--- config.mk ---
export PLATFORM = sky130hd
export DESIGN_NAME = ws2812_src_mux
export DESIGN_NICKNAME = d
export VERILOG_FILES = /design/src/rtl/ws2812_pkg.sv /design/src/rtl/ws2812_pix_cnt.sv /design/src/rtl/ws2812_src_mux.sv
export SDC_FILE = /design/constraint.sdc
export NUM_CORES = 1
export LEC_CHECK = 0
export ABC_AREA = 1
export ABC_CLOCK_PERIOD_IN_PS = 2350
export BUFFER_PORTS_ARGS = -buffer_cell sky130_fd_sc_hd__buf_4
export CORE_ASPECT_RATIO = 0.7
export CORE_MARGIN = 5
export CORE_UTILIZATION = 52
export DETAILED_ROUTE_END_ITERATION = 10
export GPL_TIMING_DRIVEN = 1
export PLACE_DENSITY_LB_ADDON = 0.08
export SLEW_MARGIN = 10
export SYNTH_ARGS = -nofsm -noshare
export SYNTH_HDL_FRONTEND = slang
export SYNTH_SLANG_ARGS = --single-unit
--- constraint.sdc ---
create_clock -name sys_clk -period 2.35 [get_ports sys_clk]
set_clock_uncertainty 0.05 [all_clocks]
set_input_delay 0.1175 -clock sys_clk [delete_from_list [all_inputs] [get_ports sys_clk]]
set_output_delay 0.1175 -clock sys_clk [all_outputs]
set_load 0.05 [all_outputs]
--- src/rtl/ws2812_pkg.sv ---
// ----------------------------------------------------------------------------
// ws2812_pkg
//
// Shared definitions for the WS2812 frame-source arbiter and its helpers.
//   PIX_W           : width of one GRB pixel word
//   BLACK_PIX       : the all-off pixel sent during blanking frames
//   src_mux_state_t : arbiter states
//   is_guard_state  : true for the two idle-gap states that run the guard
//                     counter
// ----------------------------------------------------------------------------
package ws2812_pkg;

  localparam int PIX_W = 24;

  localparam logic [PIX_W-1:0] BLACK_PIX = 24'h0;

  typedef enum logic [2:0] {
    ST_IDLE        = 3'd0,
    ST_FRAME       = 3'd1,
    ST_GUARD       = 3'd2,
    ST_BLANK       = 3'd3,
    ST_BLANK_GUARD = 3'd4
  } src_mux_state_t;

  // Both gap states share one guard counter, so a single predicate keeps the
  // counter enable and the state machine in agreement.
  function automatic logic is_guard_state(input src_mux_state_t s);
    return (s == ST_GUARD) || (s == ST_BLANK_GUARD);
  endfunction

endpackage

--- src/rtl/ws2812_pix_cnt.sv ---
// ----------------------------------------------------------------------------
// ws2812_pix_cnt
//
// Pixel counter with terminal-count flag plus a saturating guard counter.
// Used by the arbiter for both real frames and blanking frames.
//
// Ports:
//   sys_clk, sys_rst : clock, synchronous active-high reset
//   pix_inc          : advance the pixel counter (one pixel handshake)
//   guard_run        : guard counter counts while high, clears while low
//   pix_cnt          : current pixel index, 0 .. LED_NUM-1
//   pix_last         : pix_cnt is at LED_NUM-1
//   guard_last       : guard counter is on the final gap cycle
//
// GUARD_CYC is expected to be at least 1.
// ----------------------------------------------------------------------------
module ws2812_pix_cnt #(
  parameter int LED_NUM   = 64,
  parameter int NUM_W     = $clog2(LED_NUM),
  parameter int GUARD_CYC = 1600,
  parameter int GUARD_W   = $clog2(GUARD_CYC + 1)
) (
  input  logic             sys_clk,
  input  logic             sys_rst,
  input  logic             pix_inc,
  input  logic             guard_run,
  output logic [NUM_W-1:0] pix_cnt,
  output logic             pix_last,
  output logic             guard_last
);

  localparam logic [NUM_W-1:0]   PIX_TERM   = NUM_W'(LED_NUM - 1);
  localparam logic [GUARD_W-1:0] GUARD_TERM = GUARD_W'(GUARD_CYC - 1);
  localparam logic [GUARD_W-1:0] GUARD_MAX  = GUARD_W'(GUARD_CYC);

  logic [NUM_W-1:0]   pix_cnt_q;
  logic [NUM_W-1:0]   pix_cnt_d;
  logic [GUARD_W-1:0] guard_cnt_q;
  logic [GUARD_W-1:0] guard_cnt_d;

  assign pix_cnt    = pix_cnt_q;
  assign pix_last   = (pix_cnt_q == PIX_TERM);
  assign guard_last = (guard_cnt_q == GUARD_TERM);

  // The pixel counter wraps to zero on the last pixel so the next frame
  // always starts from index 0 without a separate clear.
  always_comb begin
    pix_cnt_d = pix_cnt_q;
    if (pix_inc) begin
      pix_cnt_d = pix_last ? '0 : pix_cnt_q + 1'b1;
    end
  end

  // The guard counter clears on its final cycle and whenever no gap is in
  // progress, so every gap starts counting from zero. Saturation only guards
  // against an enable held past the terminal count.
  always_comb begin
    guard_cnt_d = '0;
    if (guard_run && !guard_last) begin
      guard_cnt_d = (guard_cnt_q == GUARD_MAX) ? guard_cnt_q : guard_cnt_q + 1'b1;
    end
  end

  always_ff @(posedge sys_clk) begin
    if (sys_rst) begin
      pix_cnt_q   <= '0;
      guard_cnt_q <= '0;
    end else begin
      pix_cnt_q   <= pix_cnt_d;
      guard_cnt_q <= guard_cnt_d;
    end
  end

endmodule

--- src/rtl/ws2812_src_mux.sv ---
// ----------------------------------------------------------------------------
// ws2812_src_mux
//
// Arbiter between NUM_SRC WS2812 pattern generators and a single ws2812_ctrl
// serialiser. Keys go to the active source only; the active source's start,
// pixel index and pixel data are forwarded. Mode changes are taken only
// between frames, optionally with one all-black frame in between.
//
// Ports:
//   sys_clk, sys_rst : clock, synchronous active-high reset
//   mode_req         : requested source (out-of-range values are ignored)
//   key_in           : debounced key pulses
//   src_key          : per-source key slices, registered
//   src_start        : per-source frame-start requests
//   src_num          : per-source pixel index
//   src_data         : per-source GRB pixel data
//   src_cfg_start    : pixel request, only to the active source in a frame
//   cfg_start        : pixel request pulse from ws2812_ctrl
//   ws2812_start     : frame start to ws2812_ctrl
//   cfg_num          : pixel index to ws2812_ctrl
//   cfg_data         : pixel data to ws2812_ctrl
//   mode             : committed active source
//   switching        : a mode change is in progress
// ----------------------------------------------------------------------------
module ws2812_src_mux
  import ws2812_pkg::*;
#(
  parameter int NUM_SRC         = 3,
  parameter int KEY_W           = 5,
  parameter int LED_NUM         = 64,
  parameter int NUM_W           = $clog2(LED_NUM),
  parameter int MODE_W          = $clog2(NUM_SRC),
  parameter int GUARD_CYC       = 1600,
  parameter int BLANK_ON_SWITCH = 1
) (
  input  logic                     sys_clk,
  input  logic                     sys_rst,
  input  logic [MODE_W-1:0]        mode_req,
  input  logic [KEY_W-1:0]         key_in,
  output logic [NUM_SRC*KEY_W-1:0] src_key,
  input  logic [NUM_SRC-1:0]       src_start,
  input  logic [NUM_SRC*NUM_W-1:0] src_num,
  input  logic [NUM_SRC*PIX_W-1:0] src_data,
  output logic [NUM_SRC-1:0]       src_cfg_start,
  input  logic                     cfg_start,
  output logic                     ws2812_start,
  output logic [NUM_W-1:0]         cfg_num,
  output logic [PIX_W-1:0]         cfg_data,
  output logic [MODE_W-1:0]        mode,
  output logic                     switching
);

  localparam logic [MODE_W:0] NUM_SRC_M = (MODE_W + 1)'(NUM_SRC);

  src_mux_state_t state_q, state_d;
  logic [MODE_W-1:0]        mode_q, mode_d;
  logic [MODE_W-1:0]        tgt_mode_q, tgt_mode_d;
  logic                     switching_q, switching_d;
  logic                     blank_first_q, blank_first_d;
  logic [NUM_W-1:0]         last_num_q, last_num_d;
  logic [PIX_W-1:0]         last_data_q, last_data_d;
  logic [NUM_SRC*KEY_W-1:0] src_key_q, src_key_d;

  logic [NUM_SRC-1:0] sel_onehot;
  logic               sel_start;
  logic [NUM_W-1:0]   sel_num;
  logic [PIX_W-1:0]   sel_data;
  logic               req_valid;
  logic               switch_req;

  logic               pix_inc;
  logic               guard_run;
  logic [NUM_W-1:0]   pix_cnt;
  logic               pix_last;
  logic               guard_last;

  ws2812_pix_cnt #(
    .LED_NUM   (LED_NUM),
    .NUM_W     (NUM_W),
    .GUARD_CYC (GUARD_CYC)
  ) u_pix_cnt (
    .sys_clk    (sys_clk),
    .sys_rst    (sys_rst),
    .pix_inc    (pix_inc),
    .guard_run  (guard_run),
    .pix_cnt    (pix_cnt),
    .pix_last   (pix_last),
    .guard_last (guard_last)
  );

  assign mode      = mode_q;
  assign switching = switching_q;
  assign src_key   = src_key_q;

  // Select the committed source's inputs. A loop compare is used instead of
  // a variable index so that unused mode codes (e.g. 3 of 3 sources) can
  // never address past the end of the source buses.
  always_comb begin
    sel_onehot = '0;
    sel_start  = 1'b0;
    sel_num    = '0;
    sel_data   = BLACK_PIX;
    for (int i = 0; i < NUM_SRC; i++) begin
      if (mode_q == MODE_W'(i)) begin
        sel_onehot[i] = 1'b1;
        sel_start     = src_start[i];
        sel_num       = src_num[i*NUM_W +: NUM_W];
        sel_data      = src_data[i*PIX_W +: PIX_W];
      end
    end
  end

  assign req_valid  = ({1'b0, mode_req} < NUM_SRC_M);
  assign switch_req = req_valid && (mode_req != mode_q);
  assign guard_run  = is_guard_state(state_q);

  // Keys follow the committed mode one cycle later and are withheld from
  // every source while a switch is pending, so no generator reacts to a key
  // meant for its successor.
  always_comb begin
    src_key_d = '0;
    if (!switching_q) begin
      for (int i = 0; i < NUM_SRC; i++) begin
        if (mode_q == MODE_W'(i)) begin
          src_key_d[i*KEY_W +: KEY_W] = key_in;
        end
      end
    end
  end

  // Main arbiter. Switch requests are only looked at in IDLE, which both
  // defers them to frame boundaries and ignores requests that change while
  // blanking; those are picked up again once IDLE is reached.
  always_comb begin
    state_d       = state_q;
    mode_d        = mode_q;
    tgt_mode_d    = tgt_mode_q;
    switching_d   = switching_q;
    blank_first_d = 1'b0;
    last_num_d    = last_num_q;
    last_data_d   = last_data_q;
    pix_inc       = 1'b0;
    ws2812_start  = 1'b0;
    cfg_num       = '0;
    cfg_data      = BLACK_PIX;
    src_cfg_start = '0;

    case (state_q)
      ST_IDLE: begin
        // Without blanking the switch completes here, so the flag is only
        // ever high for the single cycle after the request.
        switching_d = 1'b0;
        if (switch_req) begin
          tgt_mode_d  = mode_req;
          switching_d = 1'b1;
          if (BLANK_ON_SWITCH != 0) begin
            state_d       = ST_BLANK;
            blank_first_d = 1'b1;
          end else begin
            mode_d = mode_req;
          end
        end else if (sel_start) begin
          ws2812_start = 1'b1;
          state_d      = ST_FRAME;
        end
      end

      ST_FRAME: begin
        cfg_num       = sel_num;
        cfg_data      = sel_data;
        last_num_d    = sel_num;
        last_data_d   = sel_data;
        src_cfg_start = sel_onehot & {NUM_SRC{cfg_start}};
        pix_inc       = cfg_start;
        if (cfg_start && pix_last) begin
          state_d = ST_GUARD;
        end
      end

      // The source may already be preparing its next frame, so the last
      // forwarded pixel is replayed from local copies rather than live.
      ST_GUARD: begin
        cfg_num  = last_num_q;
        cfg_data = last_data_q;
        if (guard_last) begin
          state_d = ST_IDLE;
        end
      end

      ST_BLANK: begin
        ws2812_start = blank_first_q;
        cfg_num      = pix_cnt;
        pix_inc      = cfg_start;
        if (cfg_start && pix_last) begin
          state_d = ST_BLANK_GUARD;
        end
      end

      ST_BLANK_GUARD: begin
        if (guard_last) begin
          mode_d      = tgt_mode_q;
          switching_d = 1'b0;
          state_d     = ST_IDLE;
        end
      end

      default: begin
        state_d = ST_IDLE;
      end
    endcase
  end

  always_ff @(posedge sys_clk) begin
    if (sys_rst) begin
      state_q       <= ST_IDLE;
      mode_q        <= '0;
      tgt_mode_q    <= '0;
      switching_q   <= 1'b0;
      blank_first_q <= 1'b0;
      last_num_q    <= '0;
      last_data_q   <= BLACK_PIX;
      src_key_q     <= '0;
    end else begin
      state_q       <= state_d;
      mode_q        <= mode_d;
      tgt_mode_q    <= tgt_mode_d;
      switching_q   <= switching_d;
      blank_first_q <= blank_first_d;
      last_num_q    <= last_num_d;
      last_data_q   <= last_data_d;
      src_key_q     <= src_key_d;
    end
  end

endmodule

==> results of run 1 <==
-- flip-flops by register name, summed over array words and instances (netlist names) --
signal / count
src_key: 15
tgt_mode_q: 2
state_q: 3
u_pix_cnt.guard_cnt_q: 11
last_data_q: 24
switching: 1
u_pix_cnt.pix_cnt: 6
blank_first_q: 1
mode: 2
last_num_q: 6
-- cell usage after synthesis --
| library cell | count |
|---|---|
| nand3_2 | 2 |
| or2_0 | 1 |
| nor3_1 | 5 |
| clkinv_2 | 1 |
| inv_1 | 61 |
| nand2_1 | 194 |
| inv_2 | 8 |
| nand3_1 | 44 |
| o31ai_1 | 2 |
| clkbuf_1 | 6 |
| ha_1 | 3 |
| a21oi_1 | 48 |
| o21a_1 | 1 |
| clkinv_1 | 1 |
| o21ai_0 | 34 |
| buf_4 | 7 |
| nor2_4 | 3 |
| nand4_1 | 6 |
| nor2_1 | 36 |
| nor2_2 | 3 |
| dfxtp_1 | 71 |
| buf_2 | 9 |
| xor2_1 | 3 |
| a211oi_1 | 2 |
| o221ai_1 | 4 |
| nand2_2 | 5 |
| nor4_1 | 1 |
-- cells by family after synthesis --
family                   after synthesis  share of synthesized area [%]
AO/OA/AOI/OAI                         91                           13.3
adder cells (fa/ha/maj)                3                           1.04
XOR/XNOR                               3                          0.726
AND/OR/NAND/NOR                      300                           34.9
flip-flops                            71                           39.3
buffers and inverters                 93                           10.7
-- per-layer routing --
metal / up-vias / global-route usage (%)
met2: 181 / 45.9
met4: 0 / 8.72
li1: 2083 / -
met5: - / 0
met3: 30 / 8.16
met1: 1873 / 30.9
-- power groups by stage --
stage	Clock, uW	Combinational [uW]	Sequential, uW
6_report	1000	1850	1490
5_1_grt	1070	2000	1510
4_1_cts	1020	1850	1490
3_5_place_dp	0	1840	1520
3_3_place_gp	0	1810	1500
2_1_floorplan	0	1230	1540
-- layout by cell type (no fill, tap or decap), types with 6 or more instances in the layout --
cell type  Yosys  final
nand2_1      194    194
buf_4          7    160
dfxtp_1       71     71
inv_1         61     61
a21oi_1       48     48
nand3_1       44     44
nor2_1        36     35
o21ai_0       34     34
clkbuf_8       0      9
inv_2          8      7
nand4_1        6      6
-- cell type report --
type                       count  area (sq um)
multi-input combinational    397          1820
fill                         536          1660
sequential                    71          1420
timing repair buffer         166          1270
inverter                      71           270
clock buffer                   9           124
tap                           94           118
clock inverter                 7          80.1
-- path summary, 6_finish.rpt --
| kind | start | end | slack [ns] | depth (start not counted) |
|---|---|---|---|---|
| worst max-delay path | mode[0] | cfg_data[13] | 0.14 | 8 |
| worst min-delay path | mode_req[0] | tgt_mode_q[0] | 0.009 | 3 |
| worst max register to register | state_q[0] | last_num_q[2] | 0.67 | 8 |
| worst min register to register | last_data_q[9] | last_data_q[9] | 0.42 | 2 |
-- per-stage QoR --
step / utilization (%) / instance area, sq um / setup WS, ns
6_report: 75.5 / 5100 / 0.137
5_1_grt: 75.5 / 5100 / 0.00322
4_1_cts: 75.5 / 5100 / 0.135
3_5_place_dp: 71.7 / 4840 / 0.518
3_3_place_gp: 71.7 / 4840 / 0.628
2_1_floorplan: - / 3620 / 0.181
-- critical path, delay by kind of cell, from the launching register on --
kind,cells,cell delay [ns]
AND/OR/NAND/NOR,4,0.33
flip-flops,1,0.42
AO/OA/AOI/OAI,1,0.11
buffers and inverters,3,0.82
-- timing repair --
| action | 4_1_cts | 5_1_grt |
|---|---|---|
| gates resized for setup | 0 | 2 |
| endpoints found under the hold margin | 15 | 0 |
| endpoints found under the setup margin | 0 | 5 |
| hold buffers | 5 | 0 |
==> results.md, run 1 <==
- Area of the core: 6760 sq um
- Die X: 110 microns
- Clock sink total: 71
- Gr ovfl total: 0
- Post-CTS setup buffers: 0
- Ports: 155
- VDD IR max: 0.416 mV
- Crit start category: flop
- Internal power: roughly 2500 uW
- Final period utilization: 94.2%
- Critical path peak fanout: 23
- Hold WS: 0.00888 ns
- Mean Syn Cell Area: 6.45 sq um
- Yosys top cell by area: dfxtp_1
- Pwr per Cell Area: 851 nW/um^2
- CP required: 2.18 ns
- Chip height: 79.8 microns
- Clock Tree Buf Depth: 2
- Initial antenna violation count: 0
- DRC viols: 0
- Hold Violations, Final: 0
- Post-Syn Nets: ~670
- TNS Setup: 0 ns
- Global Route Usage Sum: 26.4%
- Final #Nets: 822
- Full die area: 8750 sq um
- Nature of the critical path endpoint: primary output
- Initial core utilization: roughly 54%
- Met1 WL: 4.41 mm
- DR vias: 4167
- ANT nets after route: 0
- Clk root buf: clkbuf_8
- Crit-path cells: nand2_1, inv_2, buf_4, nand2_1, nand3_1, nand2_1, o21ai_0, buf_4
- CTS tree: yes
- Slew @ Worst Pin: ~0.4 ns
- # diodes: 0
- Post-DP HPWL: 8.46 mm
- Max Cap Viol: 0
- Wire per inst: 13.6 microns
- Fin cells: ~820
- Yosys warning count: 0
- WP data arrival: about 2 ns
- Switch share: 43.1%
- Pwr Total: between 4000 and 5000 uW
- DRT iter0 DRCs: 237
- Highest metal used: met4
- Worst-skew pair later-pin latency: 0.35 ns
- Register area share after synthesis: 39.3%
- H-tree depth: 3
- Placer Congestion: 0.867
- Max Freq: 0.452 GHz
- NetSw: 1870 uW
- DR WL met3: about 940 microns
- Sequential Power Share: between 30% and 40%
- Post-Synthesis Cell Area: 3620 sq um
- Status: finished, final reports clean
- Crit-path slowest cell: dfxtp_1
- Number of global-route vias before repair: 4041
- Largest net degree at the start of global routing: 38
- Metal2 WL: ~5.4 mm
- Clock buffer count from CTS: 9
- Worst-path clk slew: approximately 0.080 ns
- Final setup viols: 0
- Critical path type: flop to primary output
- #FFs+latches synth: 71
- Synth top area cells: dfxtp_1, nand2_1, a21oi_1, inv_1, nand3_1
- First-pass GRT wire length: 18.2 mm
- Final Routed Wirelength: 11.1 mm
- HP Class: input pin to flop
- LEAKAGE: roughly 0.0024 uW
- Share of layout cells above drive strength 1: 27.9%
- CP peak stage delay: 0.42 ns
- Clock power frac: 23.0%
- Synth cell types: 27
- Cell Rows: 25
- Drt first pass iters: 7
- Mapped Cells: 561
- RSZ-0062 raised after global routing: false
- P&R area growth vs syn: 41.0%
- CP most frequent cell: nand2_1
- I/O Buffers: ~150
- Placed cell count: 794
- Post-route minimum period: 2.21 ns
- Relative slew slack: between 70 and 80%
- Vias/cell: around 5.1
- Slew Limit Fails: 0
- Post-synth top area share: 39.3%
- Combinational power share: 42.6%
No activity file was read; power rests on OpenSTA's default activity.
==> run 2, diff against run 1 <==
--- a/config.mk
+++ b/config.mk
@@ -7,7 +7,7 @@
 export LEC_CHECK = 0
 export ABC_AREA = 1
 export ABC_CLOCK_PERIOD_IN_PS = 2350
-export BUFFER_PORTS_ARGS = -buffer_cell sky130_fd_sc_hd__buf_4
+export BUFFER_PORTS_ARGS = -buffer_cell sky130_fd_sc_hd__clkbuf_2
 export CORE_ASPECT_RATIO = 0.7
 export CORE_MARGIN = 5
 export CORE_UTILIZATION = 52
==> run 2 against run 1 <==
Setup slack improved by 0.057 ns. Power fell by 2.5%. Sequential cell count unchanged. Final cell count up 0.12%. Routed wire length is 5.2% lower. Clock power grew 7%. Largest power group unchanged.
==> results.md, run 2 (same netlist as run 1, synthesis figures left out) <==
- First-pass GRT wire length: 17.5 mm (-3.8%)
- CTS tree: yes
- Worst hold stages: 3 (unchanged)
- R2R Path End: mode[1]
- Max Cap Viol: 0 (unchanged)
- Status: finished, final reports clean
- Number of global-route vias before repair: 3931 (-2.7%)
- Cell Rows: 25 (unchanged)
- Post-DP HPWL: 8.06 mm (-4.8%)
- Clock Tree Buf Depth: 2 (unchanged)
- Final-layout fill cell count: 593 (+11%)
- Post-route minimum period: 2.16 ns (-0.0569 ns)
- Clk root buf: clkbuf_8
- P&R area growth vs syn: 31.8%
- Die X: 110 microns (unchanged)
- TNS Setup: 0 ns (unchanged)
- Relative slew slack: 72.2% (-0.59 points)
- # diodes: 0 (unchanged)
- Crit start category: flop
- Post-CTS setup buffers: 0 (unchanged)
- WP data arrival: 1.99 ns (-0.06 ns)
- Gr ovfl total: 0 (unchanged)
- CP required: 2.18 ns (about the same)
- Full die area: 8750 sq um (unchanged)
- Hold Violations, Final: 0 (unchanged)
- Worst-path clk slew: 0.07 ns (about the same)
- Hold EP: tgt_mode_q[0]
- Critical path type: flop to primary output
- ANT nets after route: 0 (unchanged)
- Hold Path Origin: mode_req[0]
- Placer Congestion: 0.857 (-1.2%)
- Chip height: 79.8 microns (unchanged)
- RSZ-0062 raised after global routing: false
- Commonest non-fill, non-tap cells in the layout: nand2_1, clkbuf_2, dfxtp_1
- Crit-path cells: nand3_2, buf_4, o21ai_0, clkbuf_2
- VDD IR max: 0.529 mV (+27%)
- Final setup viols: 0 (unchanged)
- Hold WS: 0.0170 ns (+0.00808 ns)
- Clock buffer count from CTS: 9 (unchanged)
- Worst R2R Setup Slack: 0.76 ns (+0.09 ns)
- Global Route Usage Sum: 25.4% (-1.0 points)
- Final period utilization: 91.8% (-2.4 points)
- Critical path peak fanout: 25 (+8.7%)
- H-tree depth: 3 (unchanged)
- Initial antenna violation count: 0 (unchanged)
- DRT iter0 DRCs: 298 (+26%)
- I/O Buffers: 154 (unchanged)
- Largest register FFs: 24 (unchanged)
- Most flops, register: last_data_q
- Final Routed Wirelength: 10.5 mm (-5.2%)
- Final #Nets: 823 (+0.12%)
- Slew Limit Fails: 0 (unchanged)
- Most common cell after layout, fill and taps aside: nand2_1
- Worst-skew pair later-pin latency: 0.35 ns (about the same)
- Initial core utilization: 53.6% (unchanged)
- R2R depth: 6 (-2)
- Ports: 155 (unchanged)
- HP Class: input pin to flop
- Max Freq: 0.464 GHz (+2.6%)
- Post-route cell area: 4770 sq um (-6.5%)
- Crit-path slowest cell: dfxtp_1
- Area of the core: 6760 sq um (unchanged)
- Worst R2R Start: u_pix_cnt.guard_cnt_q[1]
- CP peak stage delay: 0.52 ns (+0.10 ns)
- Largest net degree at the start of global routing: 38 (unchanged)
- Nature of the critical path endpoint: primary output
- DR vias: 4096 (-1.7%)
- Share of layout cells above drive strength 1: 28.0% (+0.10 points)
- Drt first pass iters: 7 (unchanged)
- Pwr per Cell Area: 887 nW/um^2 (+4.2%)
- Slew @ Worst Pin: 0.414 ns (+0.00631 ns)
- Placed cell areas: 4500 sq um (-7.2%)
- Wire per inst: 12.9 microns (-5.3%)
- Clock sink total: 71 (unchanged)
- DRC viols: 0 (unchanged)
- Vias/cell: 5.02 (-1.8%)
- LEAKAGE: 0.00229 uW (-3.3%)
## run 2: final cells by class
type                    instances  area [sq um]  share of cell area (%)
repair buffers                167           923                    19.4
well taps                      94           118                    2.47
multi-input cells             397          1820                    38.1
clock inverters                 7          96.3                    2.02
flip-flops and latches         71          1420                    29.8
clock buffers                   9           124                    2.60
inverters                      71           270                    5.67
## run 2: layer usage
metal  share of wire (%)  up-vias  GRT usage (%)
li1                    -     2089              -
met4                 1.6        0           6.72
met3                 7.7       19           7.84
met1                  43     1827           30.8
met5                   0        -              0
met2                  48      161           43.5
## run 2: stage by stage
step / power (uW) / cells / util (%) / worst slack (ns)
floorplan: 2770 / 561 / - / 0.181
global placement: 3150 / 795 / 66.6 / 0.562
detailed placement: 3180 / 795 / 66.6 / 0.493
CTS: 4250 / 816 / 70.6 / 0.115
global route: 4490 / 816 / 70.6 / 0.0246
finish: 4230 / 816 / 70.6 / 0.194
## run 2: worst max-delay path, delay by kind of cell, from the launching register on
| family | cells | cell delay (ns) |
|---|---|---|
| buf+inv | 2 | 0.61 |
| simple gates | 1 | 0.22 |
| flops | 1 | 0.52 |
| compound gates | 1 | 0.27 |
## run 2: worst max-delay path by stage
stage | startpoint | end | slack, ns | cells past startpoint
3_3_place_gp | mode[1] | cfg_num[1] | 0.56 | 8
3_5_place_dp | mode[1] | cfg_num[1] | 0.49 | 8
4_1_cts | mode[1] | cfg_num[1] | 0.12 | 8
6_report | state_q[1] | cfg_data[1] | 0.19 | 4
2_1_floorplan | state_q[1] | cfg_data[0] | 0.18 | 4
5_1_grt | state_q[0] | cfg_data[22] | 0.02 | 8
## run 2: what timing repair did
item	in CTS	in global routing
hold endpoints to repair	15	0
resized for setup	0	2
endpoints found under the setup margin	0	9
hold buffers	5	0
## run 2: report_power, final
part / total (uW) / leakage (uW) / internal, uW / switching (uW)
sequential: 1490 / 0.000578 / 1380 / 113
combinational: 1670 / 0.00160 / 431 / 1240
clock: 1070 / 0.000114 / 601 / 467
total: 4230 / 0.00229 / 2410 / 1820
==> run 3, diff against run 2 <==
--- a/config.mk
+++ b/config.mk
@@ -14,6 +14,7 @@
 export DETAILED_ROUTE_END_ITERATION = 10
 export GPL_TIMING_DRIVEN = 1
 export PLACE_DENSITY_LB_ADDON = 0.08
+export SETUP_SLACK_MARGIN = 0.5
 export SLEW_MARGIN = 10
 export SYNTH_ARGS = -nofsm -noshare
 export SYNTH_HDL_FRONTEND = slang
==> run 3 against run 2 <==
Utilization grew 14 points. Sequential share of layout area down 4.7 points. Sequential cell count did not move. Clock power fell by 6%. First-iteration DRC count increased by 15%. Routed wire length up 26%. Final area grew 20%. Largest power group unchanged.
==> results.md, run 3 (same netlist as run 1, synthesis figures left out) <==
- Status: finished, final reports clean
- Final setup viols: 0 (unchanged)
- Initial antenna violation count: 0 (unchanged)
- Area of the core: 6760 sq um (unchanged)
- Cell Rows: 25 (unchanged)
- Largest register FFs: 24 (unchanged)
- Final period utilization: 81.9% (-9.8 points)
- P&R area growth vs syn: 57.8%
- DR vias: 4494 (+9.7%)
- VDD IR max: 0.568 mV (+7.3%)
- R2R depth: 12 (+6)
- Clock sink total: 71 (unchanged)
- Nature of the critical path endpoint: primary output
- Largest net degree at the start of global routing: 38 (unchanged)
- Initial core utilization: 53.6% (unchanged)
- Critical path type: flop to primary output
- WP data arrival: 1.76 ns (-0.23 ns)
- Final #Nets: 848 (+3.0%)
- Worst R2R Setup Slack: 0.50 ns (-0.26 ns)
- Critical path peak fanout: 6 (-76%)
- Gr ovfl total: 0 (unchanged)
- TNS Setup: 0 ns (unchanged)
- Clock buffer count from CTS: 9 (unchanged)
- Hold Violations, Final: 0 (unchanged)
- RSZ-0062 raised after global routing: true
- Share of layout cells above drive strength 1: 39.4% (+11 points)
- Worst hold stages: 3 (unchanged)
- H-tree depth: 3 (unchanged)
- Vias/cell: 5.34 (+6.5%)
- Final Routed Wirelength: 13.2 mm (+26%)
- I/O Buffers: 154 (unchanged)
- Chip height: 79.8 microns (unchanged)
- DRT iter0 DRCs: 343 (+15%)
- Hold Path Origin: mode_req[0]
- Number of global-route vias before repair: 4188 (+6.5%)
- ANT nets after route: 0 (unchanged)
- Worst-skew pair later-pin latency: 0.36 ns (about the same)
- Post-route minimum period: 1.92 ns (-0.231 ns)
- Relative slew slack: 72.4% (+0.21 points)
- Slew Limit Fails: 0 (unchanged)
- Wire per inst: 15.7 microns (+22%)
- Ports: 155 (unchanged)
- Crit. Startpoint: mode[1]
- Worst-path clk slew: 0.08 ns (about the same)
- Hold EP: tgt_mode_q[0]
- HP Class: input pin to flop
- DRC viols: 0 (unchanged)
- Clk root buf: clkbuf_8
- Placed cell count: 794 (-0.13%)
- Clock Tree Buf Depth: 2 (unchanged)
- First-pass GRT wire length: 19.3 mm (+10%)
- CTS tree: yes
- # diodes: 0 (unchanged)
- Full die area: 8750 sq um (unchanged)
- Most common cell after layout, fill and taps aside: nand2_1
- Max Cap Viol: 0 (unchanged)
- Crit start category: flop
- Worst R2R Start: state_q[0]
- R2R Path End: u_pix_cnt.pix_cnt[0]
- Drt first pass iters: 7 (unchanged)
- LEAKAGE: 0.00273 uW (+19%)
- Global Route Usage Sum: 28.2% (+2.8 points)
- Placer Congestion: 0.922 (+7.7%)
- Die X: 110 microns (unchanged)
- Pwr per Cell Area: 906 nW/um^2 (+2.1%)
- Post-DP HPWL: 7.78 mm (-3.4%)
- Max Freq: 0.520 GHz (+12%)
- Slew @ Worst Pin: 0.414 ns (+0.0000318 ns)
- Most flops, register: last_data_q
- Commonest non-fill, non-tap cells in the layout: nand2_1, clkbuf_2, dfxtp_1
- Fin cells: 841 (+3.1%)
- CP required: 2.18 ns (about the same)
## run 3: changes by cell type in the layout (fill, tap and decap cells not counted), sizes merged
cell / delta
inv: +3
clkbuf: -29
buf: +51
clkinvlp: +2
bufinv: -1
clkinv: -1
## run 3: critical path, cell delays in order (launching register included)
cell      delay (ns)
dfxtp_2         0.41
inv_2           0.08
nand2_4         0.15
inv_6           0.07
buf_4           0.14
nand2_1         0.06
nand3_1         0.08
nand2_2         0.09
o221ai_2        0.13
buf_8           0.19
## run 3: repair_timing
action / 4_1_cts / 5_1_grt
buffers inserted: 18 / 2
gates cloned: 5 / 1
pin swaps: 2 / 3
endpoints found under the setup margin: 34 / 40
hold endpoints to repair: 15 / 0
gates resized for setup: 118 / 73
hold buffers: 5 / 0
## run 3: area by class of cell
class | instances | area (sq um)
fillers | 401 | 1050
inverters | 71 | 293
repair buffers | 189 | 1470
repair inverters | 3 | 16.3
well taps | 94 | 118
clock buffers | 9 | 124
flip-flops and latches | 71 | 1430
clock inverters | 7 | 80.1
multi-input cells | 397 | 2180
## run 3: worst max path at each step
stage / endpoint / cells after the start
finish: cfg_num[1] / 9
global route: cfg_num[1] / 9
CTS: ws2812_start / 7
detailed placement: ws2812_start / 7
global placement: ws2812_start / 7
floorplan: src_cfg_start[0] / 7
## run 3: where the power goes
| part | switching (uW) | internal (uW) | total, uW | leakage (uW) |
|---|---|---|---|---|
| clock network | 509 | 501 | 1010 | 0.0000964 |
| registers | 123 | 1380 | 1500 | 0.000580 |
| logic | 1630 | 1030 | 2660 | 0.00205 |
## run 3: per-stage QoR
step                setup slack [ns]  utilization, %  hold slack (ns)  total power (uW)  area, sq um
finish                         0.425            84.5           0.0157              5180         5710
CTS                            0.441            80.7          0.00516              4810         5450
detailed placement             0.411            67.5            0.320              3280         4560
global route                   0.333            84.5           0.0199              5400         5710
floorplan                      0.211               -            0.219              2900         3740
global placement               0.465            67.5            0.310              3260         4560
## run 3: routing by layer
metal / GRT usage, % / part of all wire (%) / up-vias
met1: 33.0 / 38 / 2030
li1: - / - / 2152
met3: 7.84 / 8.3 / 58
met4: 7.85 / 3.3 / 0
met5: 0 / 0 / -
met2: 50.2 / 50 / 254
